**src/rtl/eth_measurer_pkg.sv**
```systemverilog
// Shared definitions for the Ethernet measurement transmitter/receiver pair.
// Contents: parser state enum, header length, broadcast MAC, and the fixed
// overhead subtracted from the length field to get the expected padding.
package eth_measurer_pkg;

  typedef enum logic [1:0] {
    ST_HEADER  = 2'd0,
    ST_PADDING = 2'd1,
    ST_DROP    = 2'd2
  } state_t;

  // dst(6) + src(6) + length(2) + identifier(4)
  localparam int          HDR_LEN      = 18;
  localparam int          HDR_BITS     = HDR_LEN * 8;
  localparam logic [47:0] BCAST_MAC    = 48'hFFFF_FFFF_FFFF;
  // The identifier word is counted by the length field but is not padding.
  localparam logic [15:0] LEN_OVERHEAD = 16'd4;

endpackage

```
**src/rtl/eth_measurer_rx.sv**
```systemverilog
// eth_measurer_rx: receive side of the Ethernet measurement link.
// Parses an 8-bit AXI-Stream frame, checks the broadcast destination, the
// peer source MAC, the length field and the identifier word, then counts the
// padding bytes that follow and reports whether they match the length field.
//
// Optional feature: define ETH_MEASURER_RX_TUSER_EN to add s_axis_tuser; a
// tuser=1 on the tlast beat marks the frame bad and forces rx_ok to 0.
//
// Ports:
//   clk            clock, rising edge
//   rst_n          asynchronous active-low reset
//   s_axis_tdata   received byte, first byte of frame first
//   s_axis_tkeep   byte qualifier; tkeep=0 beats are accepted but not counted
//   s_axis_tlast   last beat of frame
//   s_axis_tvalid  beat valid
//   s_axis_tuser   MAC bad-frame flag on tlast (ETH_MEASURER_RX_TUSER_EN only)
//   s_axis_tready  0 in reset, constant 1 afterwards
//   rx_begin       combinational pulse on the first accepted beat of a frame
//   rx_done        registered pulse the cycle after a tlast beat is accepted
//   rx_ok          result of the last finished frame, held until next rx_done
//   rx_padding     padding bytes counted in the last finished frame
//
// Handshake: a beat transfers on any cycle where s_axis_tvalid and
// s_axis_tready are both 1; s_axis_tready never drops once out of reset.
module eth_measurer_rx
  import eth_measurer_pkg::*;
#(
  parameter logic [47:0] peer_mac   = 48'h0,
  parameter logic [31:0] identifier = 32'h0
) (
  input  logic        clk,
  input  logic        rst_n,
  input  logic [7:0]  s_axis_tdata,
  input  logic        s_axis_tkeep,
  input  logic        s_axis_tlast,
  input  logic        s_axis_tvalid,
`ifdef ETH_MEASURER_RX_TUSER_EN
  input  logic        s_axis_tuser,
`endif
  output logic        s_axis_tready,
  output logic        rx_begin,
  output logic        rx_done,
  output logic        rx_ok,
  output logic [15:0] rx_padding
);

  localparam logic [15:0] HDR_LAST = 16'(HDR_LEN - 1);

  state_t              state_q, state_d;
  logic [15:0]         count_q, count_d;
  // Only the first 17 header bytes are stored; the 18th is checked straight
  // off the bus so a tlast on it can still be judged in the same cycle.
  logic [HDR_BITS-9:0] hdr_q, hdr_d;
  logic [15:0]         len_q, len_d;
  logic                in_frame_q, in_frame_d;
  logic                done_d, ok_d;
  logic [15:0]         pad_d;

  logic                beat_acc, beat_cnt, beat_last, frame_bad;
  logic [HDR_BITS-1:0] hdr_view;
  logic [15:0]         hdr_len, pad_cnt, end_pad;
  logic                hdr_pass, end_ok;

`ifdef ETH_MEASURER_RX_TUSER_EN
  assign frame_bad = s_axis_tuser;
`else
  assign frame_bad = 1'b0;
`endif

  assign beat_acc  = s_axis_tvalid && s_axis_tready;
  assign beat_cnt  = beat_acc && s_axis_tkeep;
  assign beat_last = beat_acc && s_axis_tlast;

  assign hdr_view = {hdr_q, s_axis_tdata};
  assign hdr_len  = hdr_view[47:32];
  assign hdr_pass = (hdr_view[143:96] == BCAST_MAC) &&
                    (hdr_view[95:48]  == peer_mac)  &&
                    (hdr_view[31:0]   == identifier) &&
                    (hdr_len >= LEN_OVERHEAD);

  // Padding count including the current beat, saturating at all-ones.
  assign pad_cnt = !beat_cnt           ? count_q :
                   (count_q == 16'hFFFF) ? count_q : count_q + 16'd1;

  // in_frame keeps tkeep=0 beats at the start of a frame from re-firing it.
  assign rx_begin = beat_acc && (state_q == ST_HEADER) &&
                    (count_q == 16'd0) && !in_frame_q;

  always_comb begin
    state_d    = state_q;
    count_d    = count_q;
    hdr_d      = hdr_q;
    len_d      = len_q;
    in_frame_d = in_frame_q;
    done_d     = 1'b0;
    ok_d       = rx_ok;
    pad_d      = rx_padding;
    end_ok     = 1'b0;
    end_pad    = 16'd0;

    case (state_q)
      ST_HEADER: begin
        // Only a zero-padding frame can finish successfully on header byte 18.
        end_ok = beat_cnt && (count_q == HDR_LAST) && hdr_pass &&
                 (hdr_len == LEN_OVERHEAD);
        if (beat_cnt) begin
          if (count_q == HDR_LAST) begin
            count_d = 16'd0;
            if (hdr_pass) begin
              state_d = ST_PADDING;
              len_d   = hdr_len;
            end else begin
              state_d = ST_DROP;
            end
          end else begin
            hdr_d   = hdr_view[HDR_BITS-9:0];
            count_d = count_q + 16'd1;
          end
        end
      end
      ST_PADDING: begin
        count_d = pad_cnt;
        end_pad = pad_cnt;
        end_ok  = (pad_cnt == (len_q - LEN_OVERHEAD));
      end
      ST_DROP: begin
      end
      default: state_d = ST_HEADER;
    endcase

    if (beat_acc) in_frame_d = 1'b1;

    if (beat_last) begin
      state_d    = ST_HEADER;
      count_d    = 16'd0;
      in_frame_d = 1'b0;
      done_d     = 1'b1;
      ok_d       = end_ok && !frame_bad;
      pad_d      = end_pad;
    end
  end

  always_ff @(posedge clk or negedge rst_n) begin
    if (!rst_n) begin
      state_q       <= ST_HEADER;
      count_q       <= 16'd0;
      hdr_q         <= '0;
      len_q         <= 16'd0;
      in_frame_q    <= 1'b0;
      rx_done       <= 1'b0;
      rx_ok         <= 1'b0;
      rx_padding    <= 16'd0;
      s_axis_tready <= 1'b0;
    end else begin
      state_q       <= state_d;
      count_q       <= count_d;
      hdr_q         <= hdr_d;
      len_q         <= len_d;
      in_frame_q    <= in_frame_d;
      rx_done       <= done_d;
      rx_ok         <= ok_d;
      rx_padding    <= pad_d;
      s_axis_tready <= 1'b1;
    end
  end

endmodule

```
**config.mk**
```make
export PLATFORM = sky130hd
export DESIGN_NAME = eth_measurer_rx
export DESIGN_NICKNAME = d
export VERILOG_FILES = /design/src/rtl/eth_measurer_pkg.sv /design/src/rtl/eth_measurer_rx.sv
export SDC_FILE = /design/constraint.sdc
export NUM_CORES = 1
export LEC_CHECK = 0
export BUFFER_PORTS_ARGS = -buffer_cell sky130_fd_sc_hd__buf_2
export CORE_ASPECT_RATIO = 2
export CORE_MARGIN = 5
export CORE_UTILIZATION = 57
export DETAILED_ROUTE_END_ITERATION = 6
export PLACE_DENSITY = 0.84
export SLEW_MARGIN = 20
export SYNTH_ARGS = -nofsm -noshare
export SYNTH_HDL_FRONTEND = slang
export SYNTH_SLANG_ARGS = --single-unit
```
**constraint.sdc**
```tcl
create_clock -name clk -period 3.07 [get_ports clk]
set_clock_uncertainty 0.1 [all_clocks]
set_input_delay 0.614 -clock clk [delete_from_list [all_inputs] [get_ports clk]]
set_output_delay 0.614 -clock clk [all_outputs]
set_load 0.01 [all_outputs]
```
==> flow_summary.ini, run 1 <==
[synth]
synth_warnings = 0
synth.avg_cell_area_sq_um = 12.23
synthCells = 728
ys_ff_latch = 190
synth-edff-count = 0
synth_ff_type = dfrtp_1
synthesis.nets = 747
yosysSeqAreaShare_pct = 53.41
async_reset_ff_share_pct = 100.0
ys_types = 69
syn_area_sq_mm = 0.008902

[timing]
fmaxAchievable_ghz = 0.3334
final.min_clock_period_ps = 2999
hold_viol = 0
timing.final.crit_share_pct = 97.69
drv_slew = 0
rsz0062_at_grt = no
worstMarginPinSlew_ps = 679.5
finalSetupViolCount = 0
max_slew_margin_pct = 54.70

[layout]
area_growth_pct = 12.72
layout-drive-gt1-share_pct = 33.63
utilization_pct = 65.61
diodes = 0
final_nets = 791

[routing]
detail_route.first_pass.iterations = 5
wl_per_cell_microns = 24.83
final_antenna_net_count = 0
drcViolationCount = 0
drt_iter0_drc = 333
drt-total-wl_mm = 24.41
vias = 6346
via_per_inst = 6.456

[worst_setup_path]
worstRegToRegCells = 10
cp_max_fo = 19
crit_type = register to register
arrival_ps = 3220
crit_required_ps = 3290
endpoint_kind = register
start_kind = register

[floorplanning]
die_h_microns = 186.7
start_util_pct = 58.21
coreArea_sq_mm = 0.01529
die_w_microns = 98.37
io-pin-count = 33
num_rows = 64
die-area_sq_mm = 0.01837

[clocking]
clk_pin_slew_ps = 80
numCtsBuffers = 17
htree_levels = 4
clk_latency_ps = 440
cts_resized = 2
cts-hold-fix-buffers = 0
clock_tree.root_cell = clkbuf_16
clkSinkCount = 190
cts_tree = built
cts.path.max_buffers = 2
cts_setup_buffers = 0

[global_routing]
grt_pass1_wl_mm = 38.66
grt_overflow = 0
grt_pass1_vias = 6883
grt_max_degree = 85
track_usage_pct = 27.58
antenna_found_initial = 0

[flow_run]
cap_violations = 0

[min_path]
hold_class = input pin to async pin

[power]
finalPower_mw = 6.544
vdd_drop_max_v = 0.0006592
powerDensity_mw_per_mm2 = 652.2
p_leak_nw = 4.675

[status]
status = finished clean

[placed_design]
dp_hpwl_mm = 17.34
io_buffers = 32
place.gp.congestion = 1.060
==> flip-flops by register name, summed over array words and instances (netlist names) <==
name	cells
rx_padding	16
rx_ok	1
count_q	16
s_axis_tready	1
rx_done	1
state_q	2
len_q	16
in_frame_q	1
hdr_q	136
==> where the power goes <==
part	total, mW	internal [mW]	switching [mW]
Sequential	3.44	2.93	0.505
Combinational	0.836	0.472	0.364
Clock	2.27	1.23	1.04
==> routing by layer <==
metal / global-route usage (%) / vias up / routed length, microns
li1: - / 2780 / -
met1: 26.01 / 3214 / 7568
met2: 51.83 / 248 / 13930
met3: 5.344 / 104 / 1037
met4: 18.57 / 0 / 1872
met5: 0 / - / 0
==> critical path, cell delays in order (launching register included) <==
cell and delay [ps]:
dfrtp_1 430, nor4_1 300, buf_4 170, nand4_1 80, nor4_1 270, buf_4 180
o211ai_1 90, nor4_2 410, nor3b_4 300, buf_12 190, mux2_2 350
==> area by class of cell <==
cell class	instances	area, sq um
clock inverters	15	176.4
inverters	8	30.03
flip-flops and latches	190	4755
clock buffers	17	425.4
multi-input cells	492	3936
well taps	198	247.7
fillers	1096	5260
repair buffers	63	464.2
==> cells in the mapped netlist, types with 3 or more instances <==
library cell / number / share of area (%)
buf_2: 15 / 0.84
mux2i_1: 3 / 0.34
or3_1: 4 / 0.28
or4_1: 3 / 0.25
dfrtp_1: 190 / 53
o21ai_0: 39 / 2.2
xor2_1: 8 / 0.79
and4_1: 5 / 0.49
nand4b_1: 3 / 0.30
nor4_1: 31 / 2.2
ha_1: 6 / 0.84
xnor2_1: 23 / 2.3
inv_1: 7 / 0.30
a22o_1: 6 / 0.59
nor3b_1: 3 / 0.25
a21oi_1: 15 / 0.84
nor4b_1: 3 / 0.30
nor3_1: 14 / 0.79
a31oi_1: 4 / 0.28
nand4_1: 23 / 1.6
buf_4: 5 / 0.42
buf_6: 5 / 0.63
nor2b_1: 3 / 0.21
mux2_2: 151 / 19
and3_1: 6 / 0.42
clkbuf_1: 12 / 0.51
a211oi_1: 3 / 0.25
nand3_1: 11 / 0.62
o211ai_1: 4 / 0.34
o31ai_1: 4 / 0.34
nand2_1: 50 / 2.1
nor2_1: 22 / 0.93
nand2b_1: 3 / 0.21
==> cells in the final DEF (no fill, tap or decap), types with 3 or more instances in the layout <==
cell type and count:
ha_1 6, nand4_1 23, clkinv_4 3, nor2_1 22, buf_12 5, a211oi_1 3, o31ai_1 4, xnor2_1 23
nand3_1 10, nor2b_1 3, buf_4 26, nor4_2 3, o211ai_1 4, dfrtp_1 190, clkinvlp_4 4, inv_1 7
or3_1 4, a22o_1 6, mux2_2 151, nor3_1 14, nand2_1 50, inv_8 3, clkbuf_16 17, nor4b_1 3
nand2b_1 3, nand4b_1 3, mux2i_1 3, a21oi_1 15, o21ai_0 39, or4_1 3, and3_1 6, and4_1 5
nor4_1 29, a31oi_1 4, buf_2 31, inv_6 3, xor2_1 8
==> path summary, 6_finish.rpt <==
check                                   start       endpoint  slack (ps)
worst max-delay path                hdr_q[60]       len_q[9]          70
worst min-delay path                    rst_n  rx_padding[7]          90
min in group clk                 s_axis_tlast     in_frame_q         290
worst max register to register      hdr_q[60]       len_q[9]          70
max in group asynchronous               rst_n      hdr_q[77]        2010
worst min register to register  rx_padding[1]  rx_padding[1]         370
==> kinds of logic after synthesis <==
kind of cell | synth area share, %
and+or+nand+nor | 12.93
DFF | 53.41
muxes | 19.56
AOI/OAI and AO/OA | 6.690
buffers and inverters | 2.783
xor gates and xnor gates | 3.739
adders and majority gates | 0.8433
other | 0.04212
==> per-stage QoR <==
stage | area (sq um) | setup WS [ps] | setup TNS [ps] | hold WS [ps] | instances
after floorplan | 8902 | 446.0 | 0 | 218.4 | 728
after global placement | 9414 | -18.99 | -350.4 | 359.5 | 951
after detailed placement | 9414 | -70.01 | -1540 | 365.0 | 951
after CTS | 10030 | 92.06 | 0 | 116.6 | 983
after global routing | 10030 | 2.897 | 0 | 132.7 | 983
final | 10030 | 70.98 | 0 | 85.55 | 983
Power figures use the tool's default switching activity.
==> inputs of run 2 (changes only) <==
- ABC_AREA: not set -> 1
- CORE_ASPECT_RATIO: 2 -> 0.9
==> flow_summary.ini, run 2 <==
[status]
status = finished clean

[floorplanning]
start_util_pct = 58.24
die-area_sq_mm = 0.01839
die_w_microns = 142.4
num_rows = 43
die_h_microns = 129.2
coreArea_sq_mm = 0.01544
io-pin-count = 33

[layout]
utilization_pct = 65.04
final_area_sq_mm = 0.01004
final_nets = 1135
layout-drive-gt1-share_pct = 10.81
largest_reg_flops = 136
regMostFlops = hdr_q
layout.cells.most_common_list = nand2_1, dfrtp_1, inv_1
area_growth_pct = 11.66
final_cells = 1331
fillers = 1265
diodes = 0
layout_commonest_cell = nand2_1

[clocking]
cts_tree = built
clock_tree.root_cell = clkbuf_16
cts_resized = 0
cts.path.max_buffers = 2
cts_setup_buffers = 0
htree_levels = 4
numCtsBuffers = 17
clk_pin_slew_ps = 70
clkSinkCount = 190
clk_latency_ps = 450
cts-hold-fix-buffers = 0

[global_routing]
grt_pass1_wl_mm = 33.69
track_usage_pct = 22.90
grt_max_degree = 68
antenna_found_initial = 0
grt_pass1_vias = 6922
grt_overflow = 0

[worst_setup_path]
cpMostUsedCell = nor4_1
worstRegToRegCells = 15
endpoint_kind = output pin
crit_family = simple AND/OR/NAND/NOR gates
crit_required_ps = 2360
arrival_ps = 2060
crit_chain = nor2_1 -> nand4_1 -> nor4_1 -> inv_1 -> nor4_1 -> buf_2
crit_path_top_delay_cell = dfrtp_1
cp.depth = 6
crit_type = register to output pin
start_kind = register
cp_max_fo = 6
max_stage_delay_ps = 450
cp.buffers_inverters = 2

[synth]
yosysMostFrequentCell = nand2_1
synth_largest_area_cell = dfrtp_1
synthTopCellsByCount = nand2_1, dfrtp_1, inv_1
yosysSeqAreaShare_pct = 52.87
synth.avg_cell_area_sq_um = 8.266
ys_ff_latch = 190
synth_ff_type = dfrtp_1
synthesis.nets = 1107
synth-edff-count = 0
synth_top_area_share_pct = 52.87
syn_area_sq_mm = 0.008994
synth_warnings = 0
async_reset_ff_share_pct = 100.0
synthCells = 1088
synth_area_leaders = dfrtp_1, nand2_1, inv_1
ys_types = 33

[min_path]
hold_class = input pin to async pin

[timing]
drv_slew = 0
finalSetupTns_ps = 0
final.min_clock_period_ps = 2770
timing.final.crit_share_pct = 90.22
fmaxAchievable_ghz = 0.3610
rsz0062_at_grt = no
hold_viol = 0
worstMarginPinSlew_ps = 701.8
max_slew_margin_pct = 53.10
finalSetupViolCount = 0

[placed_design]
io_buffers = 32
place_area_sq_mm = 0.009427
place_inst = 1299
place.gp.congestion = 0.9904
dp_hpwl_mm = 13.93

[routing]
drt-total-wl_mm = 19.95
drcViolationCount = 0
final_antenna_net_count = 0
wl_per_cell_microns = 14.99
drt_iter0_drc = 740
vias = 7335
detail_route.first_pass.iterations = 5
via_per_inst = 5.511

[power]
finalPower_mw = 6.673
powerDensity_mw_per_mm2 = 664.5
vdd_drop_max_v = 0.0005524
p_leak_nw = 5.080

[flow_run]
cap_violations = 0
## run 2: power by group
part | internal [mW] | total (mW) | leakage (nW) | switching [mW]
clock | 1.31 | 2.30 | 0.292 | 0.996
sequential | 3.03 | 3.38 | 2.40 | 0.354
combinational | 0.397 | 0.991 | 2.39 | 0.594
total | 4.73 | 6.67 | 5.08 | 1.94
## run 2: layout make-up
class	count	area, sq um	area share (%)
Clock inverter	12	178.9	1.782
Clock buffer	20	436.7	4.348
Multi-Input combinational cell	718	3540	35.25
Sequential cell	190	4755	47.35
Inverter	138	518.0	5.158
Tap cell	202	252.7	2.517
Timing Repair Buffer	51	361.6	3.601
## run 2: routing by layer
| layer | vias up | global-route usage (%) | part of all wire [%] |
|---|---|---|---|
| met5 | - | 0 | 0 |
| met2 | 236 | 36.05 | 47 |
| li1 | 3595 | - | - |
| met1 | 3476 | 31.88 | 44 |
| met3 | 28 | 5.830 | 6.5 |
| met4 | 0 | 6.596 | 1.6 |
## run 2: path summary, 6_finish.rpt
kind / startpoint / end / slack [ps]
min in group clk: s_axis_tdata[5] / hdr_q[5] / 340
worst max-delay path: count_q[12] / rx_begin / 300
worst min-delay path: rst_n / hdr_q[130] / 70
max in group asynchronous: rst_n / hdr_q[49] / 2070
worst max register to register: count_q[0] / rx_ok / 550
worst min register to register: rx_padding[6] / rx_padding[6] / 370
## run 2: cell families after synthesis
family,Yosys count,share of synthesized area [%]
adder cells (fa/ha/maj),6,0.8347
AO/OA/AOI/OAI,178,10.35
other,1,0.04170
multiplexers,24,3.005
flip-flops,190,52.87
XOR/XNOR,14,1.363
buffers and inverters,180,7.916
AND/OR/NAND/NOR,495,23.62
## run 2: through the flow
stage               hold WS [ps]  setup slack [ps]
floorplan                  218.4              1020
global placement           358.7             576.7
detailed placement         363.8             560.6
CTS                        90.25             346.1
global route               104.7             232.3
finish                     70.88             300.2
